## src/rtl/mul_pkg.sv

```systemverilog
// Shared definitions for the digit-serial multiplier: digit width, FSM states
// and the index-counter width helper.
package mul_pkg;

  localparam int DIGIT_W = 2;

  typedef enum logic {
    IDLE = 1'b0,
    RUN  = 1'b1
  } state_e;

  // Bits needed to count 0..n-1, never less than one.
  function automatic int idx_w(input int n);
    return (n <= 1) ? 1 : $clog2(n);
  endfunction

endpackage

```

## src/rtl/mul_seq_digit_if.sv

```systemverilog
// Operand/result bundle between the operand source, the multiplier and the
// result consumer.
interface mul_seq_digit_if #(
  parameter int WIDTH = 8
);

  // Handshake: start is accepted on a rising edge where busy=0 (a/b are
  // captured then); done pulses high for one cycle while product is valid,
  // and product holds until the next completion or reset.
  logic                 start;
  logic [WIDTH-1:0]     a;
  logic [WIDTH-1:0]     b;
  logic                 busy;
  logic                 done;
  logic [2*WIDTH-1:0]   product;

  modport master (
    output start, a, b,
    input  busy, done, product
  );

  modport slave (
    input  start, a, b,
    output busy, done, product
  );

endinterface

```

## src/rtl/digit_mul2x2.sv

```systemverilog
// Combinational 2-bit x 2-bit unsigned multiplier built from two half adders.
module digit_mul2x2 (
  input  logic [1:0] x_i,
  input  logic [1:0] y_i,
  output logic [3:0] p_o
);

  logic pp00, pp01, pp10, pp11;
  logic c1, c2;

  always_comb begin
    pp00 = x_i[0] & y_i[0];
    pp01 = x_i[0] & y_i[1];
    pp10 = x_i[1] & y_i[0];
    pp11 = x_i[1] & y_i[1];
    // Column 1 half adder, then column 2 half adder absorbing its carry.
    c1     = pp10 & pp01;
    c2     = pp11 & c1;
    p_o[0] = pp00;
    p_o[1] = pp10 ^ pp01;
    p_o[2] = pp11 ^ c1;
    p_o[3] = c2;
  end

endmodule

```

## src/rtl/mul_seq_digit.sv

```systemverilog
// Sequential WIDTH x WIDTH unsigned multiplier: one 2x2 digit product per cycle,
// shifted into a 2*WIDTH-bit accumulator over N*N RUN cycles.
module mul_seq_digit
  import mul_pkg::*;
#(
  parameter int WIDTH = 8
) (
  input  logic            clk,
  input  logic            rst,
  mul_seq_digit_if.slave  bus,
  output state_e          state_o
);

  localparam int N  = WIDTH / DIGIT_W;
  localparam int IW = idx_w(N);
  localparam int PW = 2 * WIDTH;

  state_e             state_q, state_d;
  logic [WIDTH-1:0]   a_q, a_d;
  logic [WIDTH-1:0]   b_q, b_d;
  logic [PW-1:0]      acc_q, acc_d;
  logic [PW-1:0]      prod_q, prod_d;
  logic [IW-1:0]      i_q, i_d;
  logic [IW-1:0]      j_q, j_d;
  logic               done_q, done_d;

  logic [WIDTH-1:0]   a_sh, b_sh;
  logic [1:0]         a_dig, b_dig;
  logic [3:0]         pp;
  logic [PW-1:0]      pp_sh;
  logic [PW-1:0]      acc_sum;

  always_comb begin
    a_sh  = a_q >> (DIGIT_W * int'(i_q));
    b_sh  = b_q >> (DIGIT_W * int'(j_q));
    a_dig = a_sh[1:0];
    b_dig = b_sh[1:0];
  end

  digit_mul2x2 u_digit (
    .x_i (a_dig),
    .y_i (b_dig),
    .p_o (pp)
  );

  always_comb begin
    pp_sh   = PW'(pp) << (DIGIT_W * (int'(i_q) + int'(j_q)));
    acc_sum = acc_q + pp_sh;
  end

  always_comb begin
    state_d = state_q;
    a_d     = a_q;
    b_d     = b_q;
    acc_d   = acc_q;
    prod_d  = prod_q;
    i_d     = i_q;
    j_d     = j_q;
    done_d  = 1'b0;
    case (state_q)
      IDLE: begin
        if (bus.start) begin
          a_d     = bus.a;
          b_d     = bus.b;
          acc_d   = '0;
          i_d     = '0;
          j_d     = '0;
          state_d = RUN;
        end
      end
      RUN: begin
        acc_d = acc_sum;
        if (j_q == IW'(N - 1)) begin
          j_d = '0;
          if (i_q == IW'(N - 1)) begin
            i_d     = '0;
            prod_d  = acc_sum;
            done_d  = 1'b1;
            state_d = IDLE;
          end else begin
            i_d = i_q + 1'b1;
          end
        end else begin
          j_d = j_q + 1'b1;
        end
      end
      default: state_d = IDLE;
    endcase
  end

  always_ff @(posedge clk or posedge rst) begin
    if (rst) begin
      state_q <= IDLE;
      a_q     <= '0;
      b_q     <= '0;
      acc_q   <= '0;
      prod_q  <= '0;
      i_q     <= '0;
      j_q     <= '0;
      done_q  <= 1'b0;
    end else begin
      state_q <= state_d;
      a_q     <= a_d;
      b_q     <= b_d;
      acc_q   <= acc_d;
      prod_q  <= prod_d;
      i_q     <= i_d;
      j_q     <= j_d;
      done_q  <= done_d;
    end
  end

  assign bus.busy    = (state_q == RUN);
  assign bus.done    = done_q;
  assign bus.product = prod_q;
  assign state_o     = state_q;

endmodule

```

## src/flat_wrapper.sv

```systemverilog
// flat-port wrapper written by rule: the top's interface ports become plain ports
module mul_seq_digit_flat import mul_pkg::*;
#(
  parameter int WIDTH = 8
)
  (clk, rst, state_o, bus_start, bus_a, bus_b, bus_busy, bus_done, bus_product);
  mul_seq_digit_if #(.WIDTH(WIDTH)) bus_i ();
  input  logic clk;
  input  logic rst;
  output state_e state_o;
  input wire logic [$bits(bus_i.start)-1:0] bus_start;
  input wire logic [$bits(bus_i.a)-1:0] bus_a;
  input wire logic [$bits(bus_i.b)-1:0] bus_b;
  output wire logic [$bits(bus_i.busy)-1:0] bus_busy;
  output wire logic [$bits(bus_i.done)-1:0] bus_done;
  output wire logic [$bits(bus_i.product)-1:0] bus_product;
  assign bus_i.start = bus_start;
  assign bus_i.a = bus_a;
  assign bus_i.b = bus_b;
  assign bus_busy = bus_i.busy;
  assign bus_done = bus_i.done;
  assign bus_product = bus_i.product;
  mul_seq_digit #(.WIDTH(WIDTH)) u_core (.clk(clk), .rst(rst), .bus(bus_i), .state_o(state_o));
endmodule
```

## config.mk

```make
export PLATFORM = sky130hd
export DESIGN_NAME = mul_seq_digit_flat
export DESIGN_NICKNAME = d
export VERILOG_FILES = /design/src/rtl/mul_pkg.sv /design/src/rtl/mul_seq_digit_if.sv /design/src/rtl/digit_mul2x2.sv /design/src/rtl/mul_seq_digit.sv /design/src/flat_wrapper.sv
export SDC_FILE = /design/constraint.sdc
export NUM_CORES = 1
export LEC_CHECK = 0
export ABC_AREA = 1
export CORE_ASPECT_RATIO = 0.6
export CORE_MARGIN = 5
export CORE_UTILIZATION = 52
export CTS_BUF_LIST = sky130_fd_sc_hd__clkbuf_8
export CTS_CLUSTER_DIAMETER = 80
export DETAILED_ROUTE_END_ITERATION = 6
export PLACE_DENSITY = 0.71
export SLEW_MARGIN = 25
export SYNTH_ARGS = -nofsm -noshare
export SYNTH_HDL_FRONTEND = slang
export SYNTH_HIERARCHICAL = 1
export SYNTH_SLANG_ARGS = --single-unit
```

## constraint.sdc

```tcl
create_clock -name clk -period 3.69 [get_ports clk]
set_clock_uncertainty 0.1 [all_clocks]
set_input_delay 0.738 -clock clk [delete_from_list [all_inputs] [get_ports clk]]
set_output_delay 0.738 -clock clk [all_outputs]
set_load 0.01 [all_outputs]
```

**Yosys cells after proc, flatten, opt, wreduce, memory -nomap -nowiden**

Index checks and enable logic that the tools add are counted.

- Register bits after elaboration: 54
- Bits of input ports: 19
- Output and inout bits: 19
- Logic and storage cells: 46

- Add/subtract/negate cells: 4
- Equal/unequal tests: 4
- Shift operators: 3
- Multiplexer cells: 15
- Bitwise operators: 9
- Reductions and logical operators: 3

Operator list:

| cell | number |
|---|---|
| case mux 16 bit (2 select lines) | 1 |
| << shifter 4 x 32 -> 16 bit | 1 |
| adder 16 bit | 1 |
| two-way mux 16 bit | 1 |
| >> shifter 8 x 3 -> 2 bit | 2 |
| two-way mux 2 bit | 4 |
| case mux 2 bit (2 select lines) | 2 |
| AND 1 bit | 6 |
| two-way mux 1 bit | 6 |
| adder 2 x 1 -> 2 bit, second input constant | 2 |
| == test 2 bit, second input constant | 2 |
| inequality test 2 bit, second input constant | 2 |
| AND reduction 2 bit | 2 |
| adder 2 x 2 -> 3 bit | 1 |
| AND reduction 3 bit | 1 |
| case mux 1 bit (2 select lines) | 1 |
| XOR 1 bit | 2 |
| inverter 1 bit | 1 |

**Logic depth before layout (Yosys ltp)**

Gate-level depths: netlist of the first run.

- Word-level depth: 7
- Depth in mapped cells: 22
- Mapped depth without buffers: 21

**Hierarchy**

Netlist of the first run, hierarchy kept.

By module, submodules not included:

| module | times used | cells each | area an instance (sq um) |
|---|---|---|---|
| mul_seq_digit | 1 | 425 | 3264.4 |
| digit_mul2x2 | 1 | 12 | 70.1 |

**Worst setup path after synthesis of the first run**

No wires, ideal clock.

- Path kind: register to register
- From: register u_core.j_q[0]
- To: register u_core.acc_q[7]
- Library setup time: 0.118 ns
- Arrival: 2.642 ns
- Setup slack: 0.830 ns
- Cell stages (with the launch flop): 17
- Buffers on the path: 0
- Period minus slack after synthesis: 2.860 ns
- Cells stage by stage: dfrtp_1 > inv_1 > o21ai_0 > o22ai_1 > nand2_1 > inv_1 > ha_1 > ha_1 > mux2i_1 > nor3_1 > ha_1 > or2_1 > nand3_1 > nand2_1 > or2_1 > nand3_1 > nand2_1

- Longest elaborated chain between the ends: 7
- Elaborated cells between the ends (all ways): 13
- Those cells by class: add/sub (2); shift (2); mux (1); bitwise (8)

Ends and longest elaborated chain:

| what | line | text |
|---|---|---|
| from (decl) | mul_seq_digit.sv:24 | `logic [IW-1:0] j_q, j_d;` |
| from (signal assigned) | mul_seq_digit.sv:108 | `j_q <= j_d;` |
| >> shifter 8 x 3 -> 2 bit | mul_seq_digit.sv:35 | `b_sh = b_q >> (DIGIT_W * int'(j_q));` |
| via u_core.b_sh[0] | mul_seq_digit.sv:27 | `logic [WIDTH-1:0] a_sh, b_sh;` |
| AND 1 bit | digit_mul2x2.sv:14 | `pp10 = x_i[1] & y_i[0];` |
| AND 1 bit | digit_mul2x2.sv:17 | `c1 = pp10 & pp01;` |
| XOR 1 bit | digit_mul2x2.sv:21 | `p_o[2] = pp11 ^ c1;` |
| via u_core.pp[2] | mul_seq_digit.sv:29 | `logic [3:0] pp;` |
| << shifter 4 x 32 -> 16 bit | mul_seq_digit.sv:47 | `pp_sh = PW'(pp) << (DIGIT_W * (int'(i_q) + int'(j_q)));` |
| adder 16 bit | mul_seq_digit.sv:48 | `acc_sum = acc_q + pp_sh;` |
| case mux 16 bit (2 select lines) | mul_seq_digit.sv:60 | `case (state_q)` |
| to (signal assigned) | mul_seq_digit.sv:96 | `acc_q <= '0;` |
| to (signal assigned) | mul_seq_digit.sv:105 | `acc_q <= acc_d;` |
| to (decl) | mul_seq_digit.sv:21 | `logic [PW-1:0] acc_q, acc_d;` |

The timed path passes the listed nets, and every way through them passes these cells.
A chain may end at the register's enable or synchronous reset.

**Worst setup path after layout of the first run**

- From: register u_core.j_q[1]
- To: register u_core.acc_q[10]

- Longest elaborated chain between the ends: 7
- Elaborated cells between the ends (all ways): 13
- Those cells by class: add/sub (2); shift (2); mux (1); bitwise (8)

Ends and longest elaborated chain:

| what | line | text |
|---|---|---|
| >> shifter 8 x 3 -> 2 bit | mul_seq_digit.sv:35 |  |
| via u_core.b_sh[0] | mul_seq_digit.sv:27 |  |
| AND 1 bit | digit_mul2x2.sv:14 |  |
| AND 1 bit | digit_mul2x2.sv:17 |  |
| AND 1 bit | digit_mul2x2.sv:18 | `c2 = pp11 & c1;` |
| via u_core.pp[3] | mul_seq_digit.sv:29 |  |
| << shifter 4 x 32 -> 16 bit | mul_seq_digit.sv:47 |  |
| adder 16 bit | mul_seq_digit.sv:48 |  |
| case mux 16 bit (2 select lines) | mul_seq_digit.sv:60 |  |

The timed path passes the listed nets, and every way through them passes these cells.

==> out/metrics.cfg, run 1 <==
[sta]
setup_violations=0
hold_ws_ns=0.389
tightest_slew_ns=0.903
post-route-period-util_pct=92.9
grt_setup_unrepaired=no
clock.fmax_mhz=292
finalHoldViolations=0
setup_tns_ns=0
slew_viol_final=0
period_minus_slack_ns=3.43
setup_ws_ns=0.262
slew_headroom_pct=39.8

[yosys]
ys_warn_count=6
synthMuxAreaShare_pct=5.70
synth_area_um2=3330
synth-edff-count=0
ys_top_cells_by_area=dfrtp_1 (41%), nand2_1 (17%), ha_1 (7.5%), inv_1 (6.4%), nand3_1 (4.5%)
synth.avg_cell_area_um2=7.63
synthXorXnorAreaFrac_pct=1.05
synth_compound_gate_area_share_pct=6.19
synth_top_area_share_pct=40.5
synth_top_area_cell=dfrtp_1
async_flop_share_pct=100
syn-instance-count=437
syn_nets=478
synth_fa_ha_area_share_pct=8.71
seq_area_frac_synth_pct=40.5
ys_types=33
synth_top_family_by_area=simple AND/OR/NAND/NOR gates
synthFlopType=dfrtp_1
yosys.area_share.simple_pct=29.2
ys_seq_elements=54

[worst_setup_path]
path_cells=inv_1 -> o21ai_0 -> o22ai_1 -> nand2_1 -> inv_1 -> ha_1 -> ha_1 -> inv_1 -> o21ai_1 -> nand2_1 -> nor2_1 -> ha_1 -> or2_1 -> nand3b_1 -> nand2_1 -> nand2_1 -> nand3b_1 -> nand3_1 -> nand2_1
cp.required_ns=3.80
crit_family=simple AND/OR/NAND/NOR gates
crit-reg2reg-launch=u_core/j_q[1]
worstSetupPathType=reg2reg
slowest_stage=dfrtp_1
critPathBufInv=3
worst_setup_path_start_kind=flop
cp_slowest_stage_delay_ns=0.43
crit_arrival_ns=3.53
crit_start=u_core/j_q[1]
cp_max_fo=5
cp_common_cell=nand2_1
end_kind=flop

[finish]
final_nets=513
fillers=586
finish.utilization_pct=62.4
n_antenna_cell=0
area_growth_syn_to_layout_pct=15.4
drive_above_1_share_pct=5.50

[grt]
grt_pass1_wl_um=13500
antenna_found_initial=0
grt_pass1_vias=2705
grt_overflow=0
grt_max_degree=29
track_usage_pct=21.0

[placement]
post-dp-hpwl_um=6080
gp_congestion=0.921
io_buffers=37
preCtsSetupSlack_ns=0.358

[cts]
cts_buffers=5
htreeDepth=2
cts_sinks=54
clockBufferDepth=2
clkLatencyLatePin_ns=0.32
post-cts-setup-buffers=0
cts_tree=done
cts_resized=0
cts_hold_buf=0
clk_transition_reported_paths_ns=0.10
cts_root_buffer=clkbuf_8

[min_path]
holdCritPathClass=reg2reg
hold_start=u_core/bus.product[13]

[detailed_routing]
ant_nets=0
vias=2876
postRouteWirelength_um=7980
route.detailed.drc=0
drt_first_pass_iters=5
drtIter0Drc=226
post_drt_wl_per_cell_um=14.3
vias_per_cell=5.16

[floorplanning]
rows=22
ioPinCount=38
core_um2=6170
die_area_um2=8170
die_h_um=72.0
die_w_um=113
start_util_pct=54.1

[job]
max_cap_viol_count=0

[run_status]
status=completed

[power]
power.density_nw_per_um2=908
power_leakage_uw=0.00205
ir_drop_uv=435

-- layer usage --
| metal | global-route usage, % | wire [µm] | up-vias |
|---|---|---|---|
| met4 | 4.13 | 53 | 0 |
| met1 | 33.8 | 4270 | 1318 |
| met3 | 4.83 | 621 | 5 |
| met2 | 28.3 | 3040 | 99 |
| li1 | - | - | 1454 |
| met5 | 0 | 0 | - |
-- state kept, by name, summed over array words and instances, names as in the netlist --
| register | flops |
|---|---|
| u_core/i_q | 2 |
| u_core/bus.busy | 1 |
| u_core/b_q | 8 |
| u_core/bus.done | 1 |
| u_core/a_q | 8 |
| u_core/acc_q | 16 |
| u_core/j_q | 2 |
| u_core/bus.product | 16 |
-- through the flow --
| stage | area (µm²) | power [µW] | std cells |
|---|---|---|---|
| 2_1_floorplan | 3330 | 2530 | 437 |
| 3_3_place_gp | 3750 | 3060 | 549 |
| 3_5_place_dp | 3750 | 3120 | 549 |
| 4_1_cts | 3850 | 3480 | 557 |
| 5_1_grt | 3850 | 3830 | 557 |
| 6_report | 3850 | 3490 | 557 |
-- worst register-to-register path: cells and delay by family, from the launching register on --
| kind | cells | cell delay, ns |
|---|---|---|
| and+or+nand+nor | 10 | 1.39 |
| adders and majority gates | 3 | 0.59 |
| AOI/OAI and AO/OA | 3 | 0.56 |
| DFF | 1 | 0.43 |
| buffers and inverters | 3 | 0.26 |
-- Yosys cell counts (2+ instances only) --
master and n:
a21oi_1 8, a31oi_1 2, buf_2 4, buf_4 4, dfrtp_1 54, fa_1 2
ha_1 20, inv_1 57, inv_2 2, mux2_1 9, mux2_2 7, nand2_1 150
nand3_1 30, nand3b_1 4, nor2_1 32, nor3_1 6, o21ai_0 13, o21ai_1 7
o22ai_1 6, or2_1 5, xor2_1 3
-- logic make-up (layout without fill, tap and decap cells) --
kind of cell | count (synthesis) | count (layout)
buffers and inverters | 69 | 105
flip-flops | 54 | 54
multiplexers | 17 | 17
AND/OR/NAND/NOR | 233 | 233
AO/OA/AOI/OAI | 38 | 38
adder cells (fa/ha/maj) | 22 | 22
XOR/XNOR | 4 | 4
-- cell usage in the layout (no fill, tap or decap) --
| master | Yosys | routed |
|---|---|---|
| o21ai_0 | 13 | 13 |
| nor2_1 | 32 | 32 |
| nand2_2 | 1 | 1 |
| inv_2 | 2 | 3 |
| mux2i_1 | 1 | 1 |
| o21ai_1 | 7 | 7 |
| clkdlybuf4s50_1 | 0 | 37 |
| nand4_1 | 1 | 1 |
| nand3b_1 | 4 | 4 |
| ha_1 | 20 | 20 |
| and2_4 | 1 | 1 |
| clkinv_4 | 0 | 1 |
| xnor2_1 | 1 | 1 |
| nand2_4 | 1 | 1 |
| clkinvlp_4 | 0 | 1 |
| a21oi_1 | 8 | 8 |
| inv_1 | 57 | 56 |
| fa_1 | 2 | 2 |
| mux2_1 | 9 | 9 |
| a22o_1 | 1 | 1 |
| o31ai_1 | 1 | 1 |
| nand2_1 | 150 | 150 |
| buf_4 | 4 | 1 |
| nor2_2 | 1 | 1 |
| clkbuf_8 | 0 | 5 |
| o22ai_1 | 6 | 6 |
| or2_1 | 5 | 5 |
| dfrtp_1 | 54 | 52 |
| mux2_2 | 7 | 7 |
| nand3_1 | 30 | 30 |
| dfrtp_2 | 0 | 2 |
| xor2_1 | 3 | 3 |
| a31oi_1 | 2 | 2 |
| inv_6 | 0 | 1 |
| nor2_4 | 1 | 1 |
| nor3_1 | 6 | 6 |
-- area by class of cell --
cell class,instances,area [µm²],area share [%]
clock buffer,5,68.8,1.79
tap,84,105,2.73
sequential,54,1350,35.2
timing repair buffer,38,378,9.82
multi-input combinational,314,1700,44.1
inverter,59,221,5.75
clock inverter,3,25.0,0.650
-- where the power goes --
part / total, µW / leakage, µW / switching [µW] / internal [µW]
logic: 2050 / 0.00134 / 1230 / 816
registers: 1100 / 0.000669 / 215 / 883
clock network: 346 / 0.0000447 / 209 / 137
-- path summary, 6_finish.rpt --
path / endpoint / slack [ns] / cells past startpoint
max: u_core/acc_q[10] / 0.26 / 19
min: u_core/bus.product[13] / 0.39 / 2
max reg2reg: u_core/acc_q[10] / 0.26 / 19
min reg2reg: u_core/bus.product[13] / 0.39 / 2
max in group asynchronous: u_core/j_q[0] / 2.03 / 3
min in group asynchronous: u_core/a_q[0] / 0.67 / 2
Power figures use the tool's default switching activity.
==> run 2, diff against run 1 <==
Settings changed: HOLD_SLACK_MARGIN set to 0.15.
==> results of run 2 <==
The final DEF is identical to that of run 1; final timing and power are the same.
==> run 3, diff against run 2 <==
Settings changed: PLACE_DENSITY 0.71 to unset, PLACE_DENSITY_LB_ADDON set to 0.25.
==> run 3 against run 2 <==
Effect of this change:
- combinational power hardly changed
- clock-buffer cell count stayed put
- hold slack worse by 0.0042 ns
- clock power is 4% lower
- cell area is 0.13% lower
- sequential cell count stayed put
- core utilization is 0.081 points lower
==> out/metrics.cfg, run 3 (same netlist as run 1, synthesis figures left out) <==
[grt]
antenna_found_initial=0  ; unchanged
grt_max_degree=29  ; unchanged
grt_pass1_vias=2790  ; +3.1%
grt_pass1_wl_um=13400  ; -0.31%
grt_overflow=0  ; unchanged
track_usage_pct=20.7  ; -0.32 points

[power]
p_total_uw=3470  ; -0.56%
power_leakage_uw=0.00205  ; about the same
ir_drop_uv=401  ; -7.9%
power.density_nw_per_um2=904  ; -0.43%

[floorplanning]
start_util_pct=54.1  ; unchanged
die_w_um=113  ; unchanged
rows=22  ; unchanged
die_h_um=72.0  ; unchanged
core_um2=6170  ; unchanged
die_area_um2=8170  ; unchanged
ioPinCount=38  ; unchanged

[placement]
gp_congestion=0.954  ; +3.6%
io_buffers=37  ; unchanged
post-dp-hpwl_um=5990  ; -1.5%

[sta]
slew_headroom_pct=40.0  ; +0.23 points
finalHoldViolations=0  ; unchanged
period_minus_slack_ns=3.49  ; +0.0591 ns
post-route-period-util_pct=94.5  ; +1.6 points
setup_tns_ns=0  ; unchanged
slew_viol_final=0  ; unchanged
tightest_slew_ns=0.899  ; -0.00350 ns
grt_setup_unrepaired=no
clock.fmax_mhz=287  ; -1.7%
setup_violations=0  ; unchanged

[cts]
cts_sinks=54  ; unchanged
post-cts-setup-buffers=0  ; unchanged
htreeDepth=2  ; unchanged
clkLatencyLatePin_ns=0.32  ; about the same
clk_transition_reported_paths_ns=0.10  ; about the same
cts_tree=done
clockBufferDepth=2  ; unchanged
cts_root_buffer=clkbuf_8
cts_buffers=5  ; unchanged

[finish]
final_nets=513  ; unchanged
final_cell_mix=nand2_1 (150), inv_1 (56), dfrtp_1 (53)
area_growth_syn_to_layout_pct=15.3
layout_commonest_cell=nand2_1
n_antenna_cell=0  ; unchanged
drive_above_1_share_pct=5.29  ; -0.21 points

[worst_setup_path]
crit_arrival_ns=3.59  ; +0.06 ns
cp_max_fo=9  ; +4
cp.required_ns=3.80  ; about the same
worst_setup_path_start_kind=flop
end_kind=flop
worstSetupPathType=reg2reg

[detailed_routing]
drtIter0Drc=254  ; +12%
postRouteWirelength_um=7820  ; -2.0%
vias=2944  ; +2.4%
vias_per_cell=5.29  ; +2.4%
ant_nets=0  ; unchanged
post_drt_wl_per_cell_um=14.0  ; -2.0%
route.detailed.drc=0  ; unchanged
drt_first_pass_iters=5  ; unchanged

[run_status]
status=completed

[job]
max_cap_viol_count=0  ; unchanged

[min_path]
holdCritPathClass=reg2reg

## run 3: cell count changes in the layout (fill, tap and decap cells not counted)
cell,delta
inv_6,-1
dfrtp_1,+1
dfrtp_2,-1
clkinv_2,+1
## run 3: per-layer routing
layer | vias to the layer above | GRT usage [%] | share of wire, %
met1 | 1362 | 31.4 | 50
li1 | 1459 | - | -
met2 | 114 | 29.3 | 40
met5 | - | 0 | 0
met3 | 9 | 5.67 | 9.3
met4 | 0 | 4.67 | 0.72
## run 3: metrics by stage
stage / worst slack, ns / instances / area (µm²) / utilization (%) / hold slack (ns)
6_report: 0.203 / 557 / 3840 / 62.3 / 0.385
5_1_grt: 0.00982 / 557 / 3840 / 62.3 / 0.412
2_1_floorplan: 0.830 / 437 / 3330 / - / 0.356
3_3_place_gp: 0.478 / 549 / 3750 / 60.9 / 0.364
3_5_place_dp: 0.343 / 549 / 3750 / 60.9 / 0.364
4_1_cts: 0.309 / 557 / 3840 / 62.3 / 0.392
## run 3: what timing repair did
action	CTS	global route
setup endpoints to repair	0	3
hold buffers	0	0
resized for setup	0	1
## run 3: worst paths after layout
check                                             from                      to  slack [ns]  cells after the start
worst max register to register           u_core/i_q[0]        u_core/acc_q[10]        0.20                     19
max in group asynchronous                          rst           u_core/j_q[0]        2.04                      3
min in group asynchronous                          rst   u_core/bus.product[0]        0.67                      2
worst min register to register  u_core/bus.product[10]  u_core/bus.product[10]        0.38                      2
worst max-delay path                     u_core/i_q[0]        u_core/acc_q[10]        0.20                     19
worst min-delay path            u_core/bus.product[10]  u_core/bus.product[10]        0.38                      2
## run 3: final cells by class
| type | count | area [µm²] |
|---|---|---|
| multi-input combinational | 314 | 1700 |
| tap | 84 | 105 |
| sequential | 54 | 1350 |
| clock buffer | 5 | 68.8 |
| fill | 562 | 2320 |
| inverter | 59 | 221 |
| clock inverter | 3 | 21.3 |
| timing repair buffer | 38 | 378 |
## run 3: critical path, stage by stage, from the launching register on
cell and delay [ns]:
dfrtp_1 0.48, inv_1 0.15, o21ai_0 0.10, o22ai_1 0.18, nand2_1 0.08, inv_1 0.06, ha_1 0.14, ha_1 0.17
inv_1 0.05, o21ai_1 0.29, nand2_1 0.15, nor2_1 0.19, ha_1 0.30, or2_1 0.23, nand3b_1 0.09, nand2_1 0.16
nand2_1 0.14, nand3b_1 0.14, nand3_1 0.12, nand2_1 0.06
## run 3: where the power goes
| group | internal [µW] | switching (µW) | total [µW] | leakage (µW) |
|---|---|---|---|---|
| sequential | 882 | 215 | 1100 | 0.000670 |
| clock | 134 | 198 | 331 | 0.0000441 |
| combinational | 819 | 1230 | 2050 | 0.00134 |
| total | 1830 | 1640 | 3470 | 0.00205 |
